[src/rtl/ddr_cmd_scheduler_pkg.sv]
// ddr_cmd_scheduler_pkg
//   Shared DDR definitions: address widths, the command encoding, the
//   command_type bundle driven onto the command pins, and the scheduler
//   FSM state codes.
package ddr_cmd_scheduler_pkg;

  localparam int BG_WIDTH  = 2;
  localparam int BA_WIDTH  = 2;
  localparam int ROW_WIDTH = 14;
  localparam int COL_WIDTH = 10;
  localparam int BANK_W    = BG_WIDTH + BA_WIDTH;
  localparam int NUM_BANKS = 1 << BANK_W;

  typedef enum logic [2:0] {
    CMD_NOP  = 3'd0,
    CMD_ACT  = 3'd1,
    CMD_PRE  = 3'd2,
    CMD_PREA = 3'd3,
    CMD_RD   = 3'd4,
    CMD_WR   = 3'd5,
    CMD_REF  = 3'd6
  } cmd_e;

  typedef struct packed {
    cmd_e                 cmd;
    logic [BG_WIDTH-1:0]  bg_addr;
    logic [BA_WIDTH-1:0]  ba_addr;
    logic [ROW_WIDTH-1:0] row_addr;
    logic [COL_WIDTH-1:0] col_addr;
  } command_type;

  // Scheduler FSM state codes
  localparam logic [3:0] ST_IDLE         = 4'd0;
  localparam logic [3:0] ST_DECODE       = 4'd1;
  localparam logic [3:0] ST_PRE          = 4'd2;
  localparam logic [3:0] ST_WAIT_RP      = 4'd3;
  localparam logic [3:0] ST_ACT          = 4'd4;
  localparam logic [3:0] ST_WAIT_RCD     = 4'd5;
  localparam logic [3:0] ST_CAS          = 4'd6;
  localparam logic [3:0] ST_REF_PREA     = 4'd7;
  localparam logic [3:0] ST_REF_WAIT_RP  = 4'd8;
  localparam logic [3:0] ST_REF          = 4'd9;
  localparam logic [3:0] ST_REF_WAIT_RFC = 4'd10;

  // NOP with every address pin parked high, matching idle pin levels.
  function automatic command_type nop_cmd();
    command_type c;
    c.cmd      = CMD_NOP;
    c.bg_addr  = '1;
    c.ba_addr  = '1;
    c.row_addr = '1;
    c.col_addr = '1;
    return c;
  endfunction

endpackage

[src/rtl/ddr_cmd_scheduler_bank.sv]
// ddr_bank_tracker
//   Per-bank open flag, open row and tRAS down-counter.
//   Ports:
//     i_clk, i_reset_n        clock, synchronous active-low reset
//     i_lookup_idx            bank to inspect; o_lookup_* are combinational
//     i_act/i_upd_idx/i_act_row  open a row (loads tRAS counter)
//     i_pre                   close bank i_upd_idx
//     i_prea                  close every bank
//     o_all_ras_done          every tRAS counter is zero
//     o_any_open              at least one bank is open
module ddr_bank_tracker
  import ddr_cmd_scheduler_pkg::*;
#(
  parameter int T_RAS = 28
) (
  input  logic                 i_clk,
  input  logic                 i_reset_n,
  input  logic [BANK_W-1:0]    i_lookup_idx,
  output logic                 o_lookup_open,
  output logic [ROW_WIDTH-1:0] o_lookup_row,
  output logic                 o_lookup_ras_done,
  input  logic                 i_act,
  input  logic [BANK_W-1:0]    i_upd_idx,
  input  logic [ROW_WIDTH-1:0] i_act_row,
  input  logic                 i_pre,
  input  logic                 i_prea,
  output logic                 o_all_ras_done,
  output logic                 o_any_open
);

  localparam int RAS_W = $clog2(T_RAS + 1);
  localparam logic [RAS_W-1:0] RAS_LOAD = RAS_W'(T_RAS - 1);

  logic [NUM_BANKS-1:0] w_open_vec;
  logic [NUM_BANKS-1:0] w_ras_zero;
  logic [ROW_WIDTH-1:0] w_row_arr [NUM_BANKS];

  genvar gi;
  generate
    for (gi = 0; gi < NUM_BANKS; gi++) begin : g_bank
      logic             r_open;
      logic [ROW_WIDTH-1:0] r_row;
      logic [RAS_W-1:0] r_ras;
      logic             w_sel;

      assign w_sel = (i_upd_idx == BANK_W'(gi));

      always_ff @(posedge i_clk) begin
        if (!i_reset_n) begin
          r_open <= 1'b0;
          r_ras  <= '0;
        end else if (i_act && w_sel) begin
          r_open <= 1'b1;
          r_ras  <= RAS_LOAD;
        end else begin
          if (r_ras != '0) r_ras <= r_ras - 1'b1;
          if (i_prea || (i_pre && w_sel)) r_open <= 1'b0;
        end
      end

      // Row contents are only meaningful while r_open is set, so no reset.
      always_ff @(posedge i_clk) begin
        if (i_act && w_sel) r_row <= i_act_row;
      end

      assign w_open_vec[gi] = r_open;
      assign w_ras_zero[gi] = (r_ras == '0);
      assign w_row_arr[gi]  = r_row;
    end
  endgenerate

  assign o_lookup_open     = w_open_vec[i_lookup_idx];
  assign o_lookup_row      = w_row_arr[i_lookup_idx];
  assign o_lookup_ras_done = w_ras_zero[i_lookup_idx];
  assign o_all_ras_done    = &w_ras_zero;
  assign o_any_open        = |w_open_vec;

endmodule

[src/rtl/ddr_cmd_scheduler.sv]
// ddr_cmd_scheduler
//   Turns one read/write request at a time into a legal DDR4 command stream
//   (PRE/ACT/RD/WR) with open-page tracking, and interleaves periodic
//   refresh (PREA/REF). One registered command per clock, NOP otherwise.
//   Ports:
//     i_clock_n, i_reset_n    clock (posedge), synchronous active-low reset
//     i_req_*/o_req_ready     request handshake and fields
//     o_cmd_out               registered command bundle
//     o_rd_issue, o_wr_issue  pulse with an RD / WR on o_cmd_out
//     o_ref_busy              refresh sequence in progress
module ddr_cmd_scheduler
  import ddr_cmd_scheduler_pkg::*;
#(
  parameter int T_RCD  = 11,
  parameter int T_RP   = 11,
  parameter int T_RAS  = 28,
  parameter int T_RFC  = 208,
  parameter int T_REFI = 7800
) (
  input  logic                 i_clock_n,
  input  logic                 i_reset_n,
  input  logic                 i_req_valid,
  output logic                 o_req_ready,
  input  logic                 i_req_write,
  input  logic [BG_WIDTH-1:0]  i_req_bg,
  input  logic [BA_WIDTH-1:0]  i_req_ba,
  input  logic [ROW_WIDTH-1:0] i_req_row,
  input  logic [COL_WIDTH-1:0] i_req_col,
  output command_type          o_cmd_out,
  output logic                 o_rd_issue,
  output logic                 o_wr_issue,
  output logic                 o_ref_busy
);

  localparam int T_MAX  = (T_RFC > T_RAS) ? ((T_RFC > T_RCD) ? ((T_RFC > T_RP) ? T_RFC : T_RP)
                                                             : ((T_RCD > T_RP) ? T_RCD : T_RP))
                                          : ((T_RAS > T_RCD) ? ((T_RAS > T_RP) ? T_RAS : T_RP)
                                                             : ((T_RCD > T_RP) ? T_RCD : T_RP));
  localparam int CNT_W  = $clog2(T_MAX + 1);
  localparam int REFI_W = $clog2(T_REFI + 1);

  // A wait state spanning T-1 cycles is loaded with T-2 and exits at zero;
  // for T == 1 the wait state is skipped entirely.
  localparam logic [CNT_W-1:0] RCD_LOAD = CNT_W'(T_RCD - 2);
  localparam logic [CNT_W-1:0] RP_LOAD  = CNT_W'(T_RP - 2);
  localparam logic [CNT_W-1:0] RFC_LOAD = CNT_W'(T_RFC - 2);

  logic [3:0]           r_state;
  logic [CNT_W-1:0]     r_cnt;
  command_type          r_cmd;
  logic                 r_rd_issue, r_wr_issue, r_ready, r_ref_busy;
  logic                 r_ref_pending;
  logic [REFI_W-1:0]    r_refi_cnt;
  logic                 r_req_write;
  logic [BG_WIDTH-1:0]  r_req_bg;
  logic [BA_WIDTH-1:0]  r_req_ba;
  logic [ROW_WIDTH-1:0] r_req_row;
  logic [COL_WIDTH-1:0] r_req_col;

  logic [3:0]           w_state_next;
  logic [CNT_W-1:0]     w_cnt_next;
  command_type          w_cmd_next;
  logic                 w_rd_next, w_wr_next, w_accept;
  logic                 w_act, w_pre, w_prea, w_ref_issue;
  logic                 w_refi_wrap, w_pending_next;
  logic [BANK_W-1:0]    w_req_idx;
  logic                 w_bank_open, w_bank_ras_done, w_all_ras_done, w_any_open;
  logic [ROW_WIDTH-1:0] w_bank_row;

  assign w_req_idx = {r_req_bg, r_req_ba};

  ddr_bank_tracker #(.T_RAS(T_RAS)) u_bank_tracker (
    .i_clk             (i_clock_n),
    .i_reset_n         (i_reset_n),
    .i_lookup_idx      (w_req_idx),
    .o_lookup_open     (w_bank_open),
    .o_lookup_row      (w_bank_row),
    .o_lookup_ras_done (w_bank_ras_done),
    .i_act             (w_act),
    .i_upd_idx         (w_req_idx),
    .i_act_row         (r_req_row),
    .i_pre             (w_pre),
    .i_prea            (w_prea),
    .o_all_ras_done    (w_all_ras_done),
    .o_any_open        (w_any_open)
  );

  always_comb begin
    w_state_next = r_state;
    w_cnt_next   = r_cnt;
    w_cmd_next   = nop_cmd();
    w_rd_next    = 1'b0;
    w_wr_next    = 1'b0;
    w_accept     = 1'b0;
    w_act        = 1'b0;
    w_pre        = 1'b0;
    w_prea       = 1'b0;
    w_ref_issue  = 1'b0;
    case (r_state)
      ST_IDLE: begin
        if (r_ref_pending) begin
          w_state_next = w_any_open ? ST_REF_PREA : ST_REF;
        end else if (i_req_valid && r_ready) begin
          w_accept     = 1'b1;
          w_state_next = ST_DECODE;
        end
      end
      ST_DECODE: begin
        if (!w_bank_open)                 w_state_next = ST_ACT;
        else if (w_bank_row == r_req_row) w_state_next = ST_CAS;
        else                              w_state_next = ST_PRE;
      end
      ST_PRE: begin
        if (w_bank_ras_done) begin
          w_cmd_next.cmd     = CMD_PRE;
          w_cmd_next.bg_addr = r_req_bg;
          w_cmd_next.ba_addr = r_req_ba;
          w_pre              = 1'b1;
          w_cnt_next         = RP_LOAD;
          w_state_next       = (T_RP > 1) ? ST_WAIT_RP : ST_ACT;
        end
      end
      ST_WAIT_RP: begin
        if (r_cnt == '0) w_state_next = ST_ACT;
        else             w_cnt_next   = r_cnt - 1'b1;
      end
      ST_ACT: begin
        w_cmd_next.cmd      = CMD_ACT;
        w_cmd_next.bg_addr  = r_req_bg;
        w_cmd_next.ba_addr  = r_req_ba;
        w_cmd_next.row_addr = r_req_row;
        w_act               = 1'b1;
        w_cnt_next          = RCD_LOAD;
        w_state_next        = (T_RCD > 1) ? ST_WAIT_RCD : ST_CAS;
      end
      ST_WAIT_RCD: begin
        if (r_cnt == '0) w_state_next = ST_CAS;
        else             w_cnt_next   = r_cnt - 1'b1;
      end
      ST_CAS: begin
        w_cmd_next.cmd      = r_req_write ? CMD_WR : CMD_RD;
        w_cmd_next.bg_addr  = r_req_bg;
        w_cmd_next.ba_addr  = r_req_ba;
        w_cmd_next.col_addr = r_req_col;
        w_rd_next           = !r_req_write;
        w_wr_next           = r_req_write;
        w_state_next        = ST_IDLE;
      end
      ST_REF_PREA: begin
        if (w_all_ras_done) begin
          w_cmd_next.cmd = CMD_PREA;
          w_prea         = 1'b1;
          w_cnt_next     = RP_LOAD;
          w_state_next   = (T_RP > 1) ? ST_REF_WAIT_RP : ST_REF;
        end
      end
      ST_REF_WAIT_RP: begin
        if (r_cnt == '0) w_state_next = ST_REF;
        else             w_cnt_next   = r_cnt - 1'b1;
      end
      ST_REF: begin
        w_cmd_next.cmd = CMD_REF;
        w_ref_issue    = 1'b1;
        w_cnt_next     = RFC_LOAD;
        w_state_next   = (T_RFC > 1) ? ST_REF_WAIT_RFC : ST_IDLE;
      end
      ST_REF_WAIT_RFC: begin
        if (r_cnt == '0) w_state_next = ST_IDLE;
        else             w_cnt_next   = r_cnt - 1'b1;
      end
      default: w_state_next = ST_IDLE;
    endcase
  end

  // A wrap that coincides with REF starts a fresh interval, so it wins.
  assign w_refi_wrap    = (r_refi_cnt == REFI_W'(T_REFI - 1));
  assign w_pending_next = w_refi_wrap | (r_ref_pending & ~w_ref_issue);

  always_ff @(posedge i_clock_n) begin
    if (!i_reset_n) begin
      r_state       <= ST_IDLE;
      r_cnt         <= '0;
      r_cmd         <= nop_cmd();
      r_rd_issue    <= 1'b0;
      r_wr_issue    <= 1'b0;
      r_ready       <= 1'b0;
      r_ref_busy    <= 1'b0;
      r_ref_pending <= 1'b0;
      r_refi_cnt    <= '0;
    end else begin
      r_state       <= w_state_next;
      r_cnt         <= w_cnt_next;
      r_cmd         <= w_cmd_next;
      r_rd_issue    <= w_rd_next;
      r_wr_issue    <= w_wr_next;
      // Ready is registered from the next state so a pending refresh
      // blocks acceptance in the same cycle it becomes visible.
      r_ready       <= (w_state_next == ST_IDLE) && !w_pending_next;
      r_ref_busy    <= (w_state_next == ST_REF_PREA) || (w_state_next == ST_REF_WAIT_RP) ||
                       (w_state_next == ST_REF)      || (w_state_next == ST_REF_WAIT_RFC);
      r_ref_pending <= w_pending_next;
      r_refi_cnt    <= w_refi_wrap ? '0 : r_refi_cnt + 1'b1;
    end
  end

  always_ff @(posedge i_clock_n) begin
    if (w_accept) begin
      r_req_write <= i_req_write;
      r_req_bg    <= i_req_bg;
      r_req_ba    <= i_req_ba;
      r_req_row   <= i_req_row;
      r_req_col   <= i_req_col;
    end
  end

  assign o_req_ready = r_ready;
  assign o_cmd_out   = r_cmd;
  assign o_rd_issue  = r_rd_issue;
  assign o_wr_issue  = r_wr_issue;
  assign o_ref_busy  = r_ref_busy;

endmodule

[config.mk]
export PLATFORM = sky130hd
export DESIGN_NAME = ddr_cmd_scheduler
export DESIGN_NICKNAME = d
export VERILOG_FILES = /design/src/rtl/ddr_cmd_scheduler_pkg.sv /design/src/rtl/ddr_cmd_scheduler_bank.sv /design/src/rtl/ddr_cmd_scheduler.sv
export SDC_FILE = /design/constraint.sdc
export NUM_CORES = 1
export LEC_CHECK = 0
export ABC_AREA = 1
export CORE_MARGIN = 5
export CORE_UTILIZATION = 30
export DETAILED_ROUTE_END_ITERATION = 10
export SLEW_MARGIN = 0
export SYNTH_ARGS = -nofsm -noshare
export SYNTH_HDL_FRONTEND = slang
export SYNTH_SLANG_ARGS = --single-unit
[constraint.sdc]
create_clock -name i_clock_n -period 4.4 [get_ports i_clock_n]
set_input_delay 1.1 -clock i_clock_n [delete_from_list [all_inputs] [get_ports i_clock_n]]
set_output_delay 1.1 -clock i_clock_n [all_outputs]
set_load 0.03 [all_outputs]
# Word level (Yosys, flattened, before mapping)
# Index checks and enable logic that the tools add are counted.
dict set report word_totals {
  regBits 410
  input_bits 32
  output_inout_bits 35
  elab_cells 390
}
dict set report classes {
  addsub 18
  n_lt_le_gt_ge 2
  n_eq_ne 34
  n_mux 101
  bitwise 5
  n_reduce_logical 148
}
# operator count
set op_table {}
lappend op_table {{$mux 5} 32}
lappend op_table {{$reduce_bool 5->1} 17}
lappend op_table {{$logic_not 5->1} 16}
lappend op_table {{$sub 5x1->5 const B} 16}
lappend op_table {{$reduce_bool 2->1} 32}
lappend op_table {{$bmux 14 s4} 1}
lappend op_table {{$eq 4x4->1 const B} 14}
lappend op_table {{$mux 1} 44}
lappend op_table {{$pmux 4 s10} 1}
lappend op_table {{$pmux 8 s5} 1}
lappend op_table {{$eq 4x3->1 const B} 9}
lappend op_table {{$mux 4} 9}
lappend op_table {{$reduce_or 2->1} 18}
lappend op_table {{$logic_and 1x1->1} 34}
lappend op_table {{$mux 14} 2}
lappend op_table {{$mux 8} 3}
lappend op_table {{$logic_or 1x1->1} 19}
lappend op_table {{$eq 4x2->1 const B} 4}
lappend op_table {{$reduce_and 16->1} 1}
lappend op_table {{$reduce_or 16->1} 1}
lappend op_table {{$pmux 3 s5} 1}
lappend op_table {{$eq 14x14->1} 1}
lappend op_table {{$add 13x1->13 const B} 1}
lappend op_table {{$eq 13x13->1 const B} 1}
lappend op_table {{other kinds (21)} 30}

# Longest topological paths before layout
dict set report depth {
  word_depth 12
  depth_mapped 22
  mapped_depth_nobuf 19
}

# Cells and area by module
# From an unflattened synthesis, not the netlist that was laid out.
dict set report hier_totals {
  cells_unflattened 1739
  hier_area_um2 17433.0
}
# mod n_inst cells_each area_each_um2 seq_area_each_um2
set modules_own_cells {}
lappend modules_own_cells {ddr_bank_tracker 1 1311 13777.0 8648.3}
lappend modules_own_cells {ddr_cmd_scheduler 1 428 3656.0 2092.0}

# Least setup slack after synthesis
# Ideal clock, no wire load.
dict set report synth_path {
  path_kind {input to register}
  startpoint {input i_req_valid}
  endpoint {register r_req_ba[0], enable pin}
  setup_ns 0.451
  t_arrival_ns 3.262
  required_time_ns 3.949
  path_slack_ns 0.686
  stages 2
  path_buffers 0
  cell_sequence {nand2_1 -> nor3_1}
}
dict set report synth_via {
  elab_chain_len 4
}
# element line_no
set synth_lines {}
lappend synth_lines {{from (decl)} ddr_cmd_scheduler.sv:22} ;# input logic i_req_valid,
lappend synth_lines {{$logic_and 1x1->1} ddr_cmd_scheduler.sv:103} ;# end else if (i_req_valid && r_ready) begin
lappend synth_lines {{$mux 1} ddr_cmd_scheduler.sv:103}
lappend synth_lines {{$mux 1} ddr_cmd_scheduler.sv:101} ;# if (r_ref_pending) begin
lappend synth_lines {{$mux 1} ddr_cmd_scheduler.sv:99} ;# case (r_state)
lappend synth_lines {{net w_accept} ddr_cmd_scheduler.sv:63} ;# logic w_rd_next, w_wr_next, w_accept;
lappend synth_lines {{to (signal assigned)} ddr_cmd_scheduler.sv:210} ;# r_req_ba <= i_req_ba;
lappend synth_lines {{to (decl)} ddr_cmd_scheduler.sv:56} ;# logic [BA_WIDTH-1:0] r_req_ba;
# The timed path passes the listed nets, and every way through them passes these cells.
# A chain may end at the register's enable or synchronous reset.

# Worst setup path in the final report
dict set report layout_path {
  startpoint {register r_req_ba[0]}
  endpoint {register r_ref_busy (netlist: o_ref_busy)}
}
dict set report layout_via {
  elab_chain_len 12
  word_cells_on_any_way 20
  classes_between {5 x eq/ne; 11 x mux; 1 x bitwise; 3 x reduce/logical}
}
# element line_no
set layout_lines {}
lappend layout_lines {{$not 4->5 (implied by the code)} ddr_cmd_scheduler_bank.sv:73} ;# assign o_lookup_row = w_row_arr[i_lookup_idx];
lappend layout_lines {{$bmux 14 s4} ddr_cmd_scheduler_bank.sv:73}
lappend layout_lines {{$mux 14 (implied by the code) (2 in series)} ddr_cmd_scheduler_bank.sv:73}
lappend layout_lines {{$eq 14x14->1} ddr_cmd_scheduler.sv:110} ;# else if (w_bank_row == r_req_row) w_state_next = ST_CAS;
lappend layout_lines {{$mux 3} ddr_cmd_scheduler.sv:110}
lappend layout_lines {{$mux 3} ddr_cmd_scheduler.sv:109} ;# if (!w_bank_open) w_state_next = ST_ACT;
lappend layout_lines {{$pmux 4 s10 (*)} ddr_cmd_scheduler.sv:99}
lappend layout_lines {{$eq 4x3->1 or $eq 4x4->1 (tied branches)} ddr_cmd_scheduler.sv:199} ;# r_ref_busy <= (w_state_next == ST_REF_PREA) || (w_state_next == ST_REF_WAIT_RP) ||
lappend layout_lines {{$logic_or 1x1->1 (2 in series)} ddr_cmd_scheduler.sv:199}
lappend layout_lines {{$logic_or 1x1->1 (*)} ddr_cmd_scheduler.sv:200} ;# (w_state_next == ST_REF) || (w_state_next == ST_REF_WAIT_RFC);
lappend layout_lines {{to (signal assigned)} ddr_cmd_scheduler.sv:199}
lappend layout_lines {{to (decl)} ddr_cmd_scheduler.sv:51} ;# logic r_rd_issue, r_wr_issue, r_ready, r_ref_busy;
# Every way passes the cells marked *; elsewhere a longest branch is shown, timed or not. The select of a mux whose other input is x is not followed.

==> flow_summary.ini <==
[drt]
wl_um = 45300
drc_errors = 0
post_drt_wl_per_cell_um = 16.0
drt_iter0_markers = 1187
drt_first_pass_iters = 5
viasPerCell = 4.75
via_count = 13400
ant_nets = 0

[synthesis]
syn_inst = 1929
synth_xor_area_share_pct = 1.19
synth_area_mm2 = 0.0177
synth_cell_types = 45
synth-simple-area-share_pct = 23.8
synth_top_family_by_area = simple AND/OR/NAND/NOR gates
synth_fa_ha_area_share_pct = 2.41
synth_top_flop_cell = edfxtp_1
ys_seq_area_share_pct = 60.7
syn_nets = 1995
ys_ff_latch = 410
synth.area.mux_share_pct = 0.0637
synth-compound-area-share_pct = 6.43
yosysWarnings = 0
async_reset_ff_share_pct = 0
avgSynthCellArea_um2 = 9.17
synth_edf_count = 253

[hold_path]
hold_depth = 1
worstHoldStart = r_req_col[0]
hold_class = reg -> reg

[worst_setup_path]
startpoint = r_req_ba[0]
cp_data_arrival_time_ns = 3.83
cp-end-kind = flop
critPathRequiredTime_ns = 4.90
rrSetupSlack_ns = 1.07
cp-endpoint = o_ref_busy
critPathBufInv = 1
cp_common_cell = nand2_1
cp_max_fo = 63
critPathTopFamily = simple AND/OR/NAND/NOR gates
path_cells = buf_4, nand2_1, nand2_1, nand2_1, nand3_1, nand2_1, nand2_1, nor3_1, nor2_1, nand3_1, nor2_1, nand2_1, nand2_1, nand2_1, nand3_1, nand2_1, nor2_1
r2r-end = o_ref_busy
critPathMaxStageDelay_ns = 0.87
rr_worst_depth = 17
reg2reg_from = r_req_ba[0]
crit_slowest_cell = edfxtp_1
start_kind = flop
crit_cells = 17
path_class = reg -> reg

[timing]
setup_viol = 0
hold_viol = 0
fmax_mhz = 300
holdWs_ns = 0.420
max_slew_margin_pct = 37.9
tightest_slew_ns = 0.931
report.final.slew_viol_count = 0
finalCritPeriodShare_pct = 75.7
rsz0062_at_grt = no
setup_ws_ns = 1.07
tns_ns = 0
skew_ns = 0.0272
fin_crit_ns = 3.33

[clock_network]
clockBufferDepth = 3
post_cts_resized = 0
numClockSinks = 410
cts-root-buf = clkbuf_16
clk_latency_ns = 0.57
numCtsBuffers = 42
cts_setup_buffers = 0
htree_levels = 2
cts_tree = done
clkTransAtPathRegs_ns = 0.06
ctsHoldBuffers = 0

[place]
dp.cells = 2747
place_ws_ns = 1.06
placed_area_mm2 = 0.0194
hpwl_um = 28700
place_congestion = 0.857
portBuffers = 66

[global_routing]
use_met2_pct = 22.8
grt_max_degree = 64
use_met3_pct = 2.45
top_usage_layer = met2
gr-usage-met1_pct = 19.1
track_usage_pct = 13.9
grt_pass1_wl_um = 71500
antenna_found_initial = 0
gr-total-overflow = 0
grt_pass1_vias = 13300

[run_status]
status = finished, final reports clean

[die]
start_util_pct = 30.1
core-area_mm2 = 0.0587
rows = 89
die_x_um = 253
die_y_um = 253
io_pins = 67
die_area_mm2 = 0.0639

[finish]
syn_to_final_growth_pct = 17.5
drive_gt1_share_pct = 7.94
final-instance-count-excl-fill = 2825
final_area_mm2 = 0.0208
nFillCells = 5793
n_antenna_cell = 0
post-route-util_pct = 35.4
nNetsFinal = 2084

[pwr]
worst_ir_drop_vdd_mv = 0.319
finalPower_mw = 11.4
power_leakage_nw = 8.30
p_per_area_mw_per_mm2 = 547

[job]
drv_cap = 0
## worst reg2reg max path: stages (launching register included)
cell and delay (ns):
edfxtp_1 0.87, buf_4 0.69, nand2_1 0.14, nand2_1 0.10
nand2_1 0.05, nand3_1 0.09, nand2_1 0.06, nand2_1 0.12
nor3_1 0.05, nor2_1 0.24, nand3_1 0.16, nor2_1 0.13
nand2_1 0.17, nand2_1 0.11, nand2_1 0.08, nand3_1 0.10
nand2_1 0.05, nor2_1 0.09
## cells by family (layout without fill, tap and decap cells)
family | count (synthesis) | count (layout)
DFF | 410 | 410
adders and majority gates | 34 | 34
xor gates and xnor gates | 24 | 24
and+or+nand+nor | 1022 | 1022
muxes | 1 | 1
buffers and inverters | 229 | 352
AOI/OAI and AO/OA | 209 | 209
## state kept, by name, summed over array words and instances, names as in the netlist, 2 cells and up
register                      flops
r_req_col                        10
o_cmd_out                        31
r_req_bg                          2
r_req_ba                          2
r_req_row                        14
r_state                           4
u_bank_tracker.g_bank.r_row     224
r_refi_cnt                       13
r_cnt                             8
u_bank_tracker.g_bank.r_ras      80
u_bank_tracker.g_bank.r_open     16
## cell usage in the layout, fill, tap and decap left out, drive strengths merged, types with 41 or more instances in the layout
master,Yosys,layout
a21oi,97,97
o21ai,67,67
inv,168,173
nor2,135,135
nand3,102,102
nand2,691,691
dfxtp,157,157
nor3,41,41
clkbuf,22,60
edfxtp,253,253
clkdlybuf4s50,0,65
## worst min path at each step
| stage | endpoint | slack [ns] |
|---|---|---|
| after CTS | o_cmd_out[0] | 0.42 |
| after global routing | o_cmd_out[0] | 0.43 |
| final | o_cmd_out[0] | 0.42 |
| after global placement | o_cmd_out[0] | 0.41 |
| after detailed placement | o_cmd_out[9] | 0.41 |
| after floorplan | o_cmd_out[0] | 0.41 |
## Yosys cell counts, types with 13 or more instances
library cell,n,area [um^2]
buf_2,21,105
dfxtp_1,157,3140
nand2_1,688,2580
nor3_1,41,205
ha_1,34,425
nand4_1,13,81.3
inv_1,165,619
edfxtp_1,253,7600
xnor2_1,19,166
o21ai_0,59,295
clkbuf_1,22,82.6
a21oi_1,97,485
nor2_1,130,488
or2_2,21,131
o22ai_1,16,100
nand3_1,100,500
## where the power goes
group / internal (mW) / leakage (nW) / switching [mW]
Combinational: 1.06 / 4.03 / 1.84
Clock: 2.08 / 0.700 / 1.54
Sequential: 4.54 / 3.57 / 0.304
## routing by layer
metal  vias up  part of all wire, %
met3        72                  7.3
met2       425                   46
li1       6545                    -
met1      6379                   44
met5         -                    0
met4         0                  2.1
## layout make-up
cell class	instances	area [um^2]	share of cell area, %
Clock buffer	60	1220	5.87
Clock inverter	18	190	0.916
Inverter	170	638	3.07
Multi-Input combinational cell	1290	6060	29.2
Sequential cell	410	10700	51.7
Tap cell	773	967	4.66
Timing Repair Buffer	104	953	4.59
Note: power is estimated with default switching activity, not from simulation.
